`src/rtl/key_debounce_encoder.sv`:
```
// Keypad front end: synchronises and debounces the 12 raw key lines, rejects chords,
// and emits one coded key event per press plus a long-hold pulse.
module key_debounce_encoder #(
    parameter int unsigned DEBOUNCE_CYCLES = 4,
    parameter int unsigned HOLD_CYCLES     = 50,
    parameter int unsigned CNT_W           = 16
) (
    input  logic        clock,
    input  logic        reset,
    input  logic [11:0] Key,
    output logic        key_valid,
    output logic [3:0]  key_code,
    output logic        key_held,
    output logic        key_long,
    output logic        multi_err
);

    localparam int unsigned KEY_W  = 12;
    localparam int unsigned CODE_W = 4;
    localparam logic [CNT_W-1:0]  DB_LIMIT   = CNT_W'(DEBOUNCE_CYCLES);
    localparam logic [CNT_W-1:0]  HOLD_LIMIT = CNT_W'(HOLD_CYCLES);
    localparam logic [CODE_W-1:0] NO_KEY     = 4'hF;

    typedef enum logic [1:0] {
        IDLE       = 2'd0,
        DB_PRESS   = 2'd1,
        PRESSED    = 2'd2,
        DB_RELEASE = 2'd3
    } state_t;

    state_t              state_q, state_d;
    logic [KEY_W-1:0]    sync1_q, sync1_d;
    logic [KEY_W-1:0]    sync2_q, sync2_d;
    logic [KEY_W-1:0]    candidate_q, candidate_d;
    logic [CNT_W-1:0]    db_cnt_q, db_cnt_d;
    logic [CNT_W-1:0]    hold_cnt_q, hold_cnt_d;
    logic                long_done_q, long_done_d;
    logic                key_valid_q, key_valid_d;
    logic [CODE_W-1:0]   key_code_q, key_code_d;
    logic                key_held_q, key_held_d;
    logic                key_long_q, key_long_d;
    logic                multi_err_q, multi_err_d;

    logic                is_zero;
    logic                is_onehot;
    logic                is_multi;
    logic                same_key;
    logic [CNT_W-1:0]    db_inc;
    logic [CNT_W-1:0]    hold_inc;

    // One-hot key line to keypad code; only ever called with a one-hot value.
    function automatic logic [CODE_W-1:0] encode(input logic [KEY_W-1:0] k);
        logic [CODE_W-1:0] c;
        case (k)
            12'h001: c = 4'h1;
            12'h002: c = 4'h2;
            12'h004: c = 4'h3;
            12'h008: c = 4'h4;
            12'h010: c = 4'h5;
            12'h020: c = 4'h6;
            12'h040: c = 4'h7;
            12'h080: c = 4'h8;
            12'h100: c = 4'h9;
            12'h200: c = 4'hB;
            12'h400: c = 4'h0;
            12'h800: c = 4'hA;
            default: c = NO_KEY;
        endcase
        return c;
    endfunction

    always_ff @(posedge clock) begin
        if (!reset) begin
            state_q     <= IDLE;
            sync1_q     <= '0;
            sync2_q     <= '0;
            candidate_q <= '0;
            db_cnt_q    <= '0;
            hold_cnt_q  <= '0;
            long_done_q <= 1'b0;
            key_valid_q <= 1'b0;
            key_code_q  <= NO_KEY;
            key_held_q  <= 1'b0;
            key_long_q  <= 1'b0;
            multi_err_q <= 1'b0;
        end else begin
            state_q     <= state_d;
            sync1_q     <= sync1_d;
            sync2_q     <= sync2_d;
            candidate_q <= candidate_d;
            db_cnt_q    <= db_cnt_d;
            hold_cnt_q  <= hold_cnt_d;
            long_done_q <= long_done_d;
            key_valid_q <= key_valid_d;
            key_code_q  <= key_code_d;
            key_held_q  <= key_held_d;
            key_long_q  <= key_long_d;
            multi_err_q <= multi_err_d;
        end
    end

    always_comb begin
        is_zero   = (sync2_q == '0);
        is_onehot = !is_zero && ((sync2_q & (sync2_q - KEY_W'(1))) == '0);
        is_multi  = !is_zero && !is_onehot;
        same_key  = (sync2_q == candidate_q);
        db_inc    = db_cnt_q + CNT_W'(1);
        hold_inc  = (hold_cnt_q == '1) ? hold_cnt_q : hold_cnt_q + CNT_W'(1);

        state_d     = state_q;
        sync1_d     = Key;
        sync2_d     = sync1_q;
        candidate_d = candidate_q;
        db_cnt_d    = db_cnt_q;
        hold_cnt_d  = hold_cnt_q;
        long_done_d = long_done_q;
        key_valid_d = 1'b0;
        key_code_d  = key_code_q;
        key_long_d  = 1'b0;
        multi_err_d = is_multi;

        case (state_q)
            IDLE: begin
                if (is_onehot) begin
                    state_d     = DB_PRESS;
                    candidate_d = sync2_q;
                    db_cnt_d    = CNT_W'(1);
                end
            end
            DB_PRESS: begin
                if (same_key) begin
                    db_cnt_d = db_inc;
                    if (db_inc == DB_LIMIT) begin
                        state_d     = PRESSED;
                        key_valid_d = 1'b1;
                        key_code_d  = encode(candidate_q);
                        hold_cnt_d  = '0;
                        long_done_d = 1'b0;
                    end
                end else if (is_onehot) begin
                    candidate_d = sync2_q;
                    db_cnt_d    = CNT_W'(1);
                end else begin
                    state_d  = IDLE;
                    db_cnt_d = '0;
                end
            end
            PRESSED: begin
                if (same_key) begin
                    hold_cnt_d = hold_inc;
                    if (hold_inc == HOLD_LIMIT && !long_done_q) begin
                        key_long_d  = 1'b1;
                        long_done_d = 1'b1;
                    end
                end else begin
                    state_d  = DB_RELEASE;
                    db_cnt_d = is_zero ? CNT_W'(1) : '0;
                end
            end
            DB_RELEASE: begin
                // A different key or chord restarts the release count; no rollover.
                if (is_zero) begin
                    db_cnt_d = db_inc;
                    if (db_inc == DB_LIMIT) begin
                        state_d  = IDLE;
                        db_cnt_d = '0;
                    end
                end else if (same_key) begin
                    state_d = PRESSED;
                end else begin
                    db_cnt_d = '0;
                end
            end
            default: begin
                state_d = IDLE;
            end
        endcase

        key_held_d = (state_d == PRESSED) || (state_d == DB_RELEASE);
    end

    assign key_valid = key_valid_q;
    assign key_code  = key_code_q;
    assign key_held  = key_held_q;
    assign key_long  = key_long_q;
    assign multi_err = multi_err_q;

endmodule

```
`config.mk`:
```
export PLATFORM = sky130hd
export DESIGN_NAME = key_debounce_encoder
export DESIGN_NICKNAME = d
export VERILOG_FILES = /design/src/rtl/key_debounce_encoder.sv
export SDC_FILE = /design/constraint.sdc
export NUM_CORES = 1
export LEC_CHECK = 0
export CAP_MARGIN = 40
export CELL_PAD_IN_SITES_DETAIL_PLACEMENT = 2
export CELL_PAD_IN_SITES_GLOBAL_PLACEMENT = 2
export CORE_MARGIN = 1.5
export CORE_UTILIZATION = 38
export CTS_BUF_LIST = sky130_fd_sc_hd__clkbuf_8
export DETAILED_ROUTE_END_ITERATION = 10
export GPL_TIMING_DRIVEN = 1
export PLACE_DENSITY = 0.86
export SYNTH_ARGS = -nofsm -noshare
export SYNTH_HDL_FRONTEND = slang
export SYNTH_SLANG_ARGS = --single-unit
```
`constraint.sdc`:
```
create_clock -name clock -period 3.3 [get_ports clock]
set_clock_uncertainty 0.15 [all_clocks]
set_input_delay 0.99 -clock clock [delete_from_list [all_inputs] [get_ports clock]]
set_output_delay 0.99 -clock clock [all_outputs]
set_load 0.05 [all_outputs]
```
# == Yosys cells after proc, flatten, opt, wreduce, memory -nomap -nowiden ==
# Index checks and enable logic that the tools add are counted.
# word_totals
ff_bits,79
output_inout_bits,8
mem_bits_ro,0
input_bits,14
wordCells,98
memories,0
mem_bits_rw,0
latchBits,0
# classes
n_lt_le_gt_ge,0
n_reduce_logical,19
n_mul,0
shift,0
bitwise,1
add_sub_neg,3
eq_ne,29
div_mod_pow,0
mux,34
# op_table
cell,n
$mux W16,10
$pmux W16 S4,1
$pmux W4 S12,1
$add A16 B1 Y16 const B,2
$pmux W16 S2,1
$logic_not A12 Y1,2
$mux W12,2
$pmux W12 S2,1
$eq A16 B16 Y1 const B,1
$eq A16 B3 Y1 const B,1
$eq A16 B6 Y1 const B,1
$mux W2,8
$ne A2 B2 Y1 const B,7
$and A12 B12 Y12,1
$eq A12 B1 Y1 const B,1
$eq A12 B10 Y1 const B,1
$eq A12 B11 Y1 const B,1
$eq A12 B12 Y1,1
$eq A12 B12 Y1 const B,1
$eq A12 B2 Y1 const B,1
$eq A12 B3 Y1 const B,1
$eq A12 B4 Y1 const B,1
$eq A12 B5 Y1 const B,1
$eq A12 B6 Y1 const B,1
19 further kinds,37

# == Depth between registers and ports, before layout ==
# Gate-level depths: netlist of run 1.
# logic_depth
word_depth,9
mapped_depth,10
depth_no_buf,8

# == Worst setup path after synthesis of run 1 ==
# OpenSTA, ideal clock, no wires.
# synth_timing
kind,reg-to-reg
start,register hold_cnt_q[0]
end,register long_done_q
slack_ps,603
stages_incl_launch_ff,10
setup_time_ps,59
required_ps,3091
t_arrival_ps,2488
synth_period_minus_slack_ps,2697
path_buffers,1
path_cell_list,dfxtp_1 -> ha_1 -> clkbuf_1 -> nand2_1 -> nor4_1 -> mux2i_1 -> or4bb_1 -> or4_1 -> o31ai_1 -> and2_1
# synth_via
elab_chain_cells,6
elab_cells_between_ends,7
classes_between,add/sub (1); eq/ne (3); mux (1); reduce/logical (2)
# synth_lines
element,line_no,source
"start, declared",36,"logic [CNT_W-1:0] hold_cnt_q, hold_cnt_d;"
"start signal, assigned",92,hold_cnt_q <= hold_cnt_d;
$add A16 B1 Y16 or $eq A16 B16 Y1 (tied branches),108,hold_inc = (hold_cnt_q == '1) ? hold_cnt_q : hold_cnt_q + CNT_W'(1);
$mux W16 *,108,
$eq A16 B6 Y1 *,151,if (hold_inc == HOLD_LIMIT && !long_done_q) begin
$logic_and A1 B1 Y1 *,151,
$ne A2 B2 Y1 (no line) *,-,
$reduce_and A5 Y1 (no line) *,-,
"end signal, assigned",93,long_done_q <= long_done_d;
"end, declared",37,"logic long_done_q, long_done_d;"
# Every way passes the cells marked *; elsewhere a longest branch is shown, timed or not.
# A chain may end at the register's enable or synchronous reset.

# == Worst setup path after layout of run 1 ==
# layout_timing
start,register db_cnt_q[1]
end,register db_cnt_q[3]
# layout_via
elab_chain_cells,5
elab_cells_between_ends,6
classes_between,add/sub (1); eq/ne (1); mux (4)
# layout_lines
element,line_no,source
"start, declared",35,"logic [CNT_W-1:0] db_cnt_q, db_cnt_d;"
"start signal, assigned",91,db_cnt_q <= db_cnt_d;
$add A16 B1 Y16 *,107,db_inc = db_cnt_q + CNT_W'(1);
$eq A16 B3 Y1,164,if (db_inc == DB_LIMIT) begin
$mux W16,164,
$mux W16,162,if (is_zero) begin
$pmux W16 S4 *,122,case (state_q)
# Marks and branches as above.

==> impl_metrics.csv, run 1 <==
group,metric,value,unit
final_layout,fin_cells,684,
setup_path,crit_fanout,12,
yosys,yosys.area_share.simple,0.301,
route,vias,4070,
sta,timing.hold.ws,295,ps
placed_design,gp_congestion,0.818,
global_route,grt_max_degree,36,
placed_design,dp_slack,274,ps
setup_path,ff2ff_path_depth,8,
setup_path,startpoint,"db_cnt_q[1]",
final_layout,mostFrequentLayoutCell,"dfxtp_1",
clock_tree,cts_setup_buffers,0,
yosys,ys_ff_latch,78,
route,antenna_left,0,
placed_design,port_buffers,21,
setup_path,r2r_slack,190,ps
final_layout,design_area,4870,sq um
yosys,synth_compound_area_frac,0.183,
power,ir_drop,0.294,mV
clock_tree,cts-root-buf,"clkbuf_8",
power,power.share.sequential,0.485,
clock_tree,clk_latency,390,ps
min_path,min_to,"sync2_q[11]",
final_layout,diodes,0,
placed_design,dpl_cell_area,4680,sq um
floorplanning,core,11000,sq um
global_route,antenna_found_initial,0,
setup_path,end_kind,"flop",
sta,period_share,0.944,
yosys,synth-xor-area-share,0.0603,
setup_path,critical_path_required,3470,ps
floorplanning,boundaryPins,22,
setup_path,cp_data_arrival_time,3290,ps
route,dr.pass1.iters,4,
sta,worstMarginPinSlew,567,ps
yosys,yosys_warnings,0,
power,pwr-share-comb,0.145,
yosys,syn-num-nets,547,
setup_path,r2r_start,"db_cnt_q[1]",
clock_tree,ctsHoldBuffers,0,
yosys,synth-edff-count,0,
clock_tree,clkSinkCount,78,
clock_tree,cts_buffers,9,
power,power_density,424,nW/um^2
sta,fin_ws,186,ps
min_path,hold_path.class,"flop to flop",
power,swShare,0.299,
yosys,syn_area,4360,sq um
route,drc,0,
global_route,grt-ovfl-total,0,
sta,period_minus_slack,3110,ps
route,drt_iter0_markers,205,
route,drt_wl_total,14300,um
sta,rsz0062_at_grt,"false",
floorplanning,start_util,0.395,
final_layout,drive_above_1_share,0.0790,
power,p_int,1.45,mW
global_route,grt_pass1_vias,4370,
yosys,synth_top_family_by_area,"simple AND/OR/NAND/NOR gates",
yosys,postSynthAreaPerCell,8.20,sq um
clock_tree,cts.repair.resized,0,
setup_path,rr_endpoint,"db_cnt_q[3]",
yosys,yosysUniqueCellTypes,67,
floorplanning,die_h,110,um
yosys,synthAdderAreaFrac,0.00804,
floorplanning,die_area,12100,sq um
yosys,synthMuxAreaShare,0.0371,
clock_tree,clockBufferDepth,2,
final_layout,final_util,0.442,
outcome,status,"finished, final reports clean",
global_route,grt_pass1_wl,22900,um
sta,fin_setup_tns,0,ps
floorplanning,die_w,110,um
sta,max_slew_margin,0.621,
final_layout,areaGrowthSynthToFinish,11.9,%
min_path,whs_path_depth,1,
power,p_leak,1.80,nW
final_layout,nets,555,
power,switchingPower,0.617,mW
yosys,synth_ff_type,"dfxtp_1",
floorplanning,rows,38,
final_layout,nFillCells,1235,
run,max_cap_viol_count,0,
setup_path,criticalPathCategory,"flop to flop",
sta,fmax,0.321,GHz
clock_tree,cts_tree,"built",
power,total_power,2.07,mW
route,wl_per_cell,20.9,um
sta,slew_violations,0,
placed_design,dp_hpwl,10300,um
power,p_clk_frac,0.370,
clock_tree,clk_pin_slew_worst_paths,90,ps
sta,hold_viol,0,
min_path,hp-start,"sync1_q[11]",
sta,setup_viol,0,
final_layout,layout_common_cells,"dfxtp_1, nor2_1, nand2_1, a21oi_1, and2_1",
yosys,async_flop_share,0,
setup_path,cp-start-kind,"flop",
route,vias_per_cell,5.95,
global_route,grt_usage,0.250,
yosys,syn_inst,531,
clock_tree,htreeDepth,3,
yosys,ys_seq_area_frac,0.359,
placed_design,dp_cells,668,
-- cell usage after synthesis (2+ instances only) --
| master | n | area, sq um |
|---|---|---|
| a211o_1 | 3 | 26.3 |
| or3_1 | 19 | 119 |
| or3b_2 | 2 | 17.5 |
| o2111ai_1 | 2 | 17.5 |
| o31ai_1 | 3 | 22.5 |
| o22a_1 | 7 | 61.3 |
| nand2b_1 | 4 | 25.0 |
| a211oi_1 | 8 | 60.1 |
| or4_1 | 7 | 52.6 |
| buf_6 | 2 | 22.5 |
| mux2i_1 | 15 | 150 |
| and4_1 | 3 | 26.3 |
| a31oi_1 | 10 | 62.6 |
| a21oi_1 | 34 | 170 |
| buf_2 | 10 | 50.1 |
| o21ai_0 | 10 | 50.1 |
| xnor2_1 | 12 | 105 |
| nor2_1 | 37 | 139 |
| or2_2 | 2 | 12.5 |
| or3b_1 | 2 | 17.5 |
| nand3_1 | 21 | 105 |
| nor3b_1 | 3 | 22.5 |
| o21ai_1 | 22 | 110 |
| o21a_1 | 2 | 15.0 |
| clkbuf_1 | 25 | 93.8 |
| inv_1 | 15 | 56.3 |
| dfxtp_1 | 78 | 1560 |
| nor4_1 | 13 | 81.3 |
| and3_1 | 11 | 68.8 |
| nand4_1 | 13 | 81.3 |
| and2_1 | 28 | 175 |
| nor2b_1 | 3 | 18.8 |
| nand2_1 | 35 | 131 |
| nand3b_1 | 3 | 22.5 |
| nor3_1 | 16 | 80.1 |
| o41ai_1 | 2 | 17.5 |
| xor2_1 | 18 | 158 |
| ha_1 | 2 | 25.0 |
-- registers in the layout, indices dropped and copies added, names as in the netlist, 2 cells and up --
signal	flops
state_q	2
hold_cnt_q	16
db_cnt_q	16
sync2_q	12
sync1_q	12
candidate_q	12
key_code	4
-- metal layers --
layer / share of wire / global-route usage / vias to the layer above
li1: - / - / 1949
met1: 0.45 / 0.297 / 2054
met2: 0.51 / 0.446 / 49
met3: 0.020 / 0.0441 / 18
met4: 0.018 / 0.0928 / 0
met5: 0 / 0 / -
-- worst max-delay path by stage --
stage	endpoint	depth (start not counted)	slack, ps
after floorplan	long_done_q	9	600
after global placement	long_done_q	7	380
after detailed placement	db_cnt_q[3]	7	270
after CTS	db_cnt_q[3]	8	200
after global routing	db_cnt_q[3]	8	50
final	db_cnt_q[3]	8	190
-- layout make-up --
class                      count  area [sq um]  share of cell area
tap                          140           175              0.0359
inverter                      15          56.3              0.0116
clock buffer                   9           124              0.0254
sequential                    78          1560               0.320
multi-input combinational    400          2570               0.527
timing repair buffer          35           315              0.0647
clock inverter                 7          73.8              0.0151
-- logic make-up after synthesis --
kind of cell	after synthesis
mux	16
buf+inv	53
flops	78
xor+xnor	30
fa+ha+maj	3
simple gates	231
compound gates	120
-- power groups by stage --
| stage | registers [mW] | logic (mW) | clock network, mW |
|---|---|---|---|
| after global routing | 1.01 | 0.326 | 0.814 |
| after detailed placement | 1.02 | 0.294 | 0 |
| after CTS | 1.00 | 0.300 | 0.776 |
| after global placement | 1.02 | 0.272 | 0 |
| final | 1.00 | 0.300 | 0.763 |
| after floorplan | 1.01 | 0.223 | 0 |
-- worst max-delay path, cell delays in order, from the launching register on --
cell,delay [ps]
dfxtp_1,410
ha_1,370
and4_1,310
nand4_1,190
mux2_2,340
o2111a_1,170
a211o_1,480
or4_1,540
o21ai_1,90
No activity file was read; power rests on OpenSTA's default activity.
==> run 2: changes to the inputs <==
--- a/config.mk
+++ b/config.mk
@@ -9,11 +9,11 @@
 export CELL_PAD_IN_SITES_DETAIL_PLACEMENT = 2
 export CELL_PAD_IN_SITES_GLOBAL_PLACEMENT = 2
 export CORE_MARGIN = 1.5
-export CORE_UTILIZATION = 38
-export CTS_BUF_LIST = sky130_fd_sc_hd__clkbuf_8
+export CORE_UTILIZATION = 37
+export CTS_BUF_LIST = sky130_fd_sc_hd__clkbuf_16
 export DETAILED_ROUTE_END_ITERATION = 10
 export GPL_TIMING_DRIVEN = 1
-export PLACE_DENSITY = 0.86
+export PLACE_DENSITY = 0.84
 export SYNTH_ARGS = -nofsm -noshare
 export SYNTH_HDL_FRONTEND = slang
 export SYNTH_SLANG_ARGS = --single-unit
==> impl_metrics.csv, run 2 (synthesis gave the netlist of run 1 again) <==
group,metric,value,unit
route,antenna_left,0,
final_layout,nets,561,
clock_tree,cts_tree,"built",
setup_path,criticalPathCategory,"flop to flop",
final_layout,reg_top3,"db_cnt_q: 16 flops, hold_cnt_q: 16 flops",
clock_tree,clockBufferDepth,2,
clock_tree,cts_buffers,9,
power,ir_drop,0.390,mV
route,vias,4105,
min_path,whs_path_depth,1,
min_path,hold_path.class,"flop to flop",
floorplanning,rows,39,
global_route,grt_pass1_vias,4565,
final_layout,layout_common_cells,"dfxtp_1, nor2_1, nand2_1, a21oi_1, and2_1",
setup_path,path_buf_inv,0,
setup_path,critical_path_required,3450,ps
sta,slew_violations,0,
sta,setup_viol,0,
floorplanning,start_util,0.380,
clock_tree,htreeDepth,3,
sta,max_slew_margin,0.566,
final_layout,nFillCells,1267,
global_route,grt_usage,0.250,
power,p_leak,1.88,nW
floorplanning,die_h,111,um
sta,period_minus_slack,3050,ps
sta,fmax,0.328,GHz
placed_design,dp_hpwl,10300,um
final_layout,drive_above_1_share,0.0945,
final_layout,areaGrowthSynthToFinish,15.8,%
route,drt_wl_total,14800,um
route,dr.pass1.iters,4,
outcome,status,"finished, final reports clean",
setup_path,ff2ff_path_depth,7,
setup_path,rr_endpoint,"long_done_q",
placed_design,gp_congestion,0.790,
power,p_clk_frac,0.434,
floorplanning,boundaryPins,22,
global_route,grt_max_degree,34,
global_route,grt-ovfl-total,0,
setup_path,cp-start-kind,"flop",
floorplanning,die_w,111,um
power,pwr-share-comb,0.134,
setup_path,cp.depth,7,
placed_design,dpl_cell_area,4720,sq um
sta,rsz0062_at_grt,"false",
sta,fin_setup_tns,0,ps
global_route,antenna_found_initial,0,
setup_path,startpoint,"hold_cnt_q[2]",
sta,worstMarginPinSlew,635,ps
setup_path,end_kind,"flop",
clock_tree,clk_latency,360,ps
final_layout,final_util,0.440,
clock_tree,clk_pin_slew_worst_paths,70,ps
power,power_density,459,nW/um^2
placed_design,port_buffers,21,
final_layout,diodes,0,
route,drt_iter0_markers,165,
floorplanning,core,11500,sq um
route,wl_per_cell,21.3,um
run,max_cap_viol_count,0,
setup_path,crit_fanout,11,
setup_path,cp_cell_sequence,"nand4_2 -> nor4_1 -> mux2i_1 -> or4bb_1 -> or4_1 -> o31ai_1 -> and2_1",
setup_path,cp_data_arrival_time,3200,ps
route,drc,0,
setup_path,r2r_start,"hold_cnt_q[2]",
final_layout,design_area,5040,sq um
sta,period_share,0.924,
setup_path,critPathMaxStageDelay,520,ps
power,p_int,1.63,mW
clock_tree,clkSinkCount,78,
power,switchingPower,0.682,mW
setup_path,endpoint,"long_done_q",
setup_path,cp_slowest_cell,"dfxtp_1",
power,swShare,0.294,
global_route,grt_pass1_wl,24600,um
setup_path,r2r_slack,250,ps
final_layout,mostFrequentLayoutCell,"dfxtp_1",
power,power.share.sequential,0.432,
setup_path,cp_top_family,"simple AND/OR/NAND/NOR gates",
clock_tree,cts-root-buf,"clkbuf_16",
sta,hold_viol,0,
floorplanning,die_area,12400,sq um
route,vias_per_cell,5.92,
==> run 2: cell count changes in the layout (fill, tap and decap cells not counted), sizes merged <==
cell,delta
bufinv,-1
buf,+6
inv,+2
clkinv,+2
clkinvlp,-3
==> run 2: cell type report <==
cell class              count  area [sq um]  area share
repair buffers             41           360      0.0715
clock inverters             7          73.8      0.0146
multi-input cells         400          2590       0.513
well taps                 143           179      0.0355
flip-flops and latches     78          1560       0.310
inverters                  15          56.3      0.0112
clock buffers               9           225      0.0447
==> run 2: power by group through the flow <==
stage	Combinational [mW]	Clock, mW	Sequential, mW
global route	0.340	1.06	1.00
CTS	0.310	1.03	1.00
finish	0.310	1.01	1.00
floorplan	0.223	0	1.01
detailed placement	0.297	0	1.02
global placement	0.278	0	1.02
==> run 2: routing by layer <==
layer,vias up,wire length (um),GRT usage,share of wire
met5,-,0,0,0
met3,27,343,0.0392,0.023
met2,54,7790,0.463,0.53
li1,1961,-,-,-
met4,0,315,0.0954,0.021
met1,2063,6330,0.288,0.43
==> run 2: worst min-delay path by stage <==
stage	slack [ps]	startpoint	to
final	290	sync1_q[7]	sync2_q[7]
after global routing	310	sync1_q[7]	sync2_q[7]
after CTS	290	sync1_q[7]	sync2_q[7]
after detailed placement	280	sync1_q[7]	sync2_q[7]
after floorplan	260	sync1_q[0]	sync2_q[0]
after global placement	270	sync1_q[9]	sync2_q[9]
==> run 2: stage by stage <==
stage          power [mW]  cells  worst slack [ps]  hold WS, ps
3_3_place_gp         1.30    677               425          266
6_report             2.32    693               250          292
3_5_place_dp         1.32    677               309          278
5_1_grt              2.41    693              48.5          313
4_1_cts              2.34    693              99.4          294
2_1_floorplan        1.23    531               603          262
==> run 2: repair_timing <==
item	4_1_cts	5_1_grt
hold buffers	0	0
setup endpoints to repair	0	8
resized for setup	0	3
setup buffers	0	0
==> run 2: worst reg2reg max path, delay by kind of cell (launching register included) <==
family | cells | cell delay, ps
AO/OA/AOI/OAI | 1 | 220
AND/OR/NAND/NOR | 5 | 1760
flip-flops | 1 | 520
multiplexers | 1 | 340
==> run 3: changes to the inputs <==
--- a/config.mk
+++ b/config.mk
@@ -5,7 +5,7 @@
 export SDC_FILE = /design/constraint.sdc
 export NUM_CORES = 1
 export LEC_CHECK = 0
-export CAP_MARGIN = 40
+export CAP_MARGIN = 5
 export CELL_PAD_IN_SITES_DETAIL_PLACEMENT = 2
 export CELL_PAD_IN_SITES_GLOBAL_PLACEMENT = 2
 export CORE_MARGIN = 1.5
==> results of run 3 <==
Same layout as run 2: the final DEF is identical, and so are final timing and power.
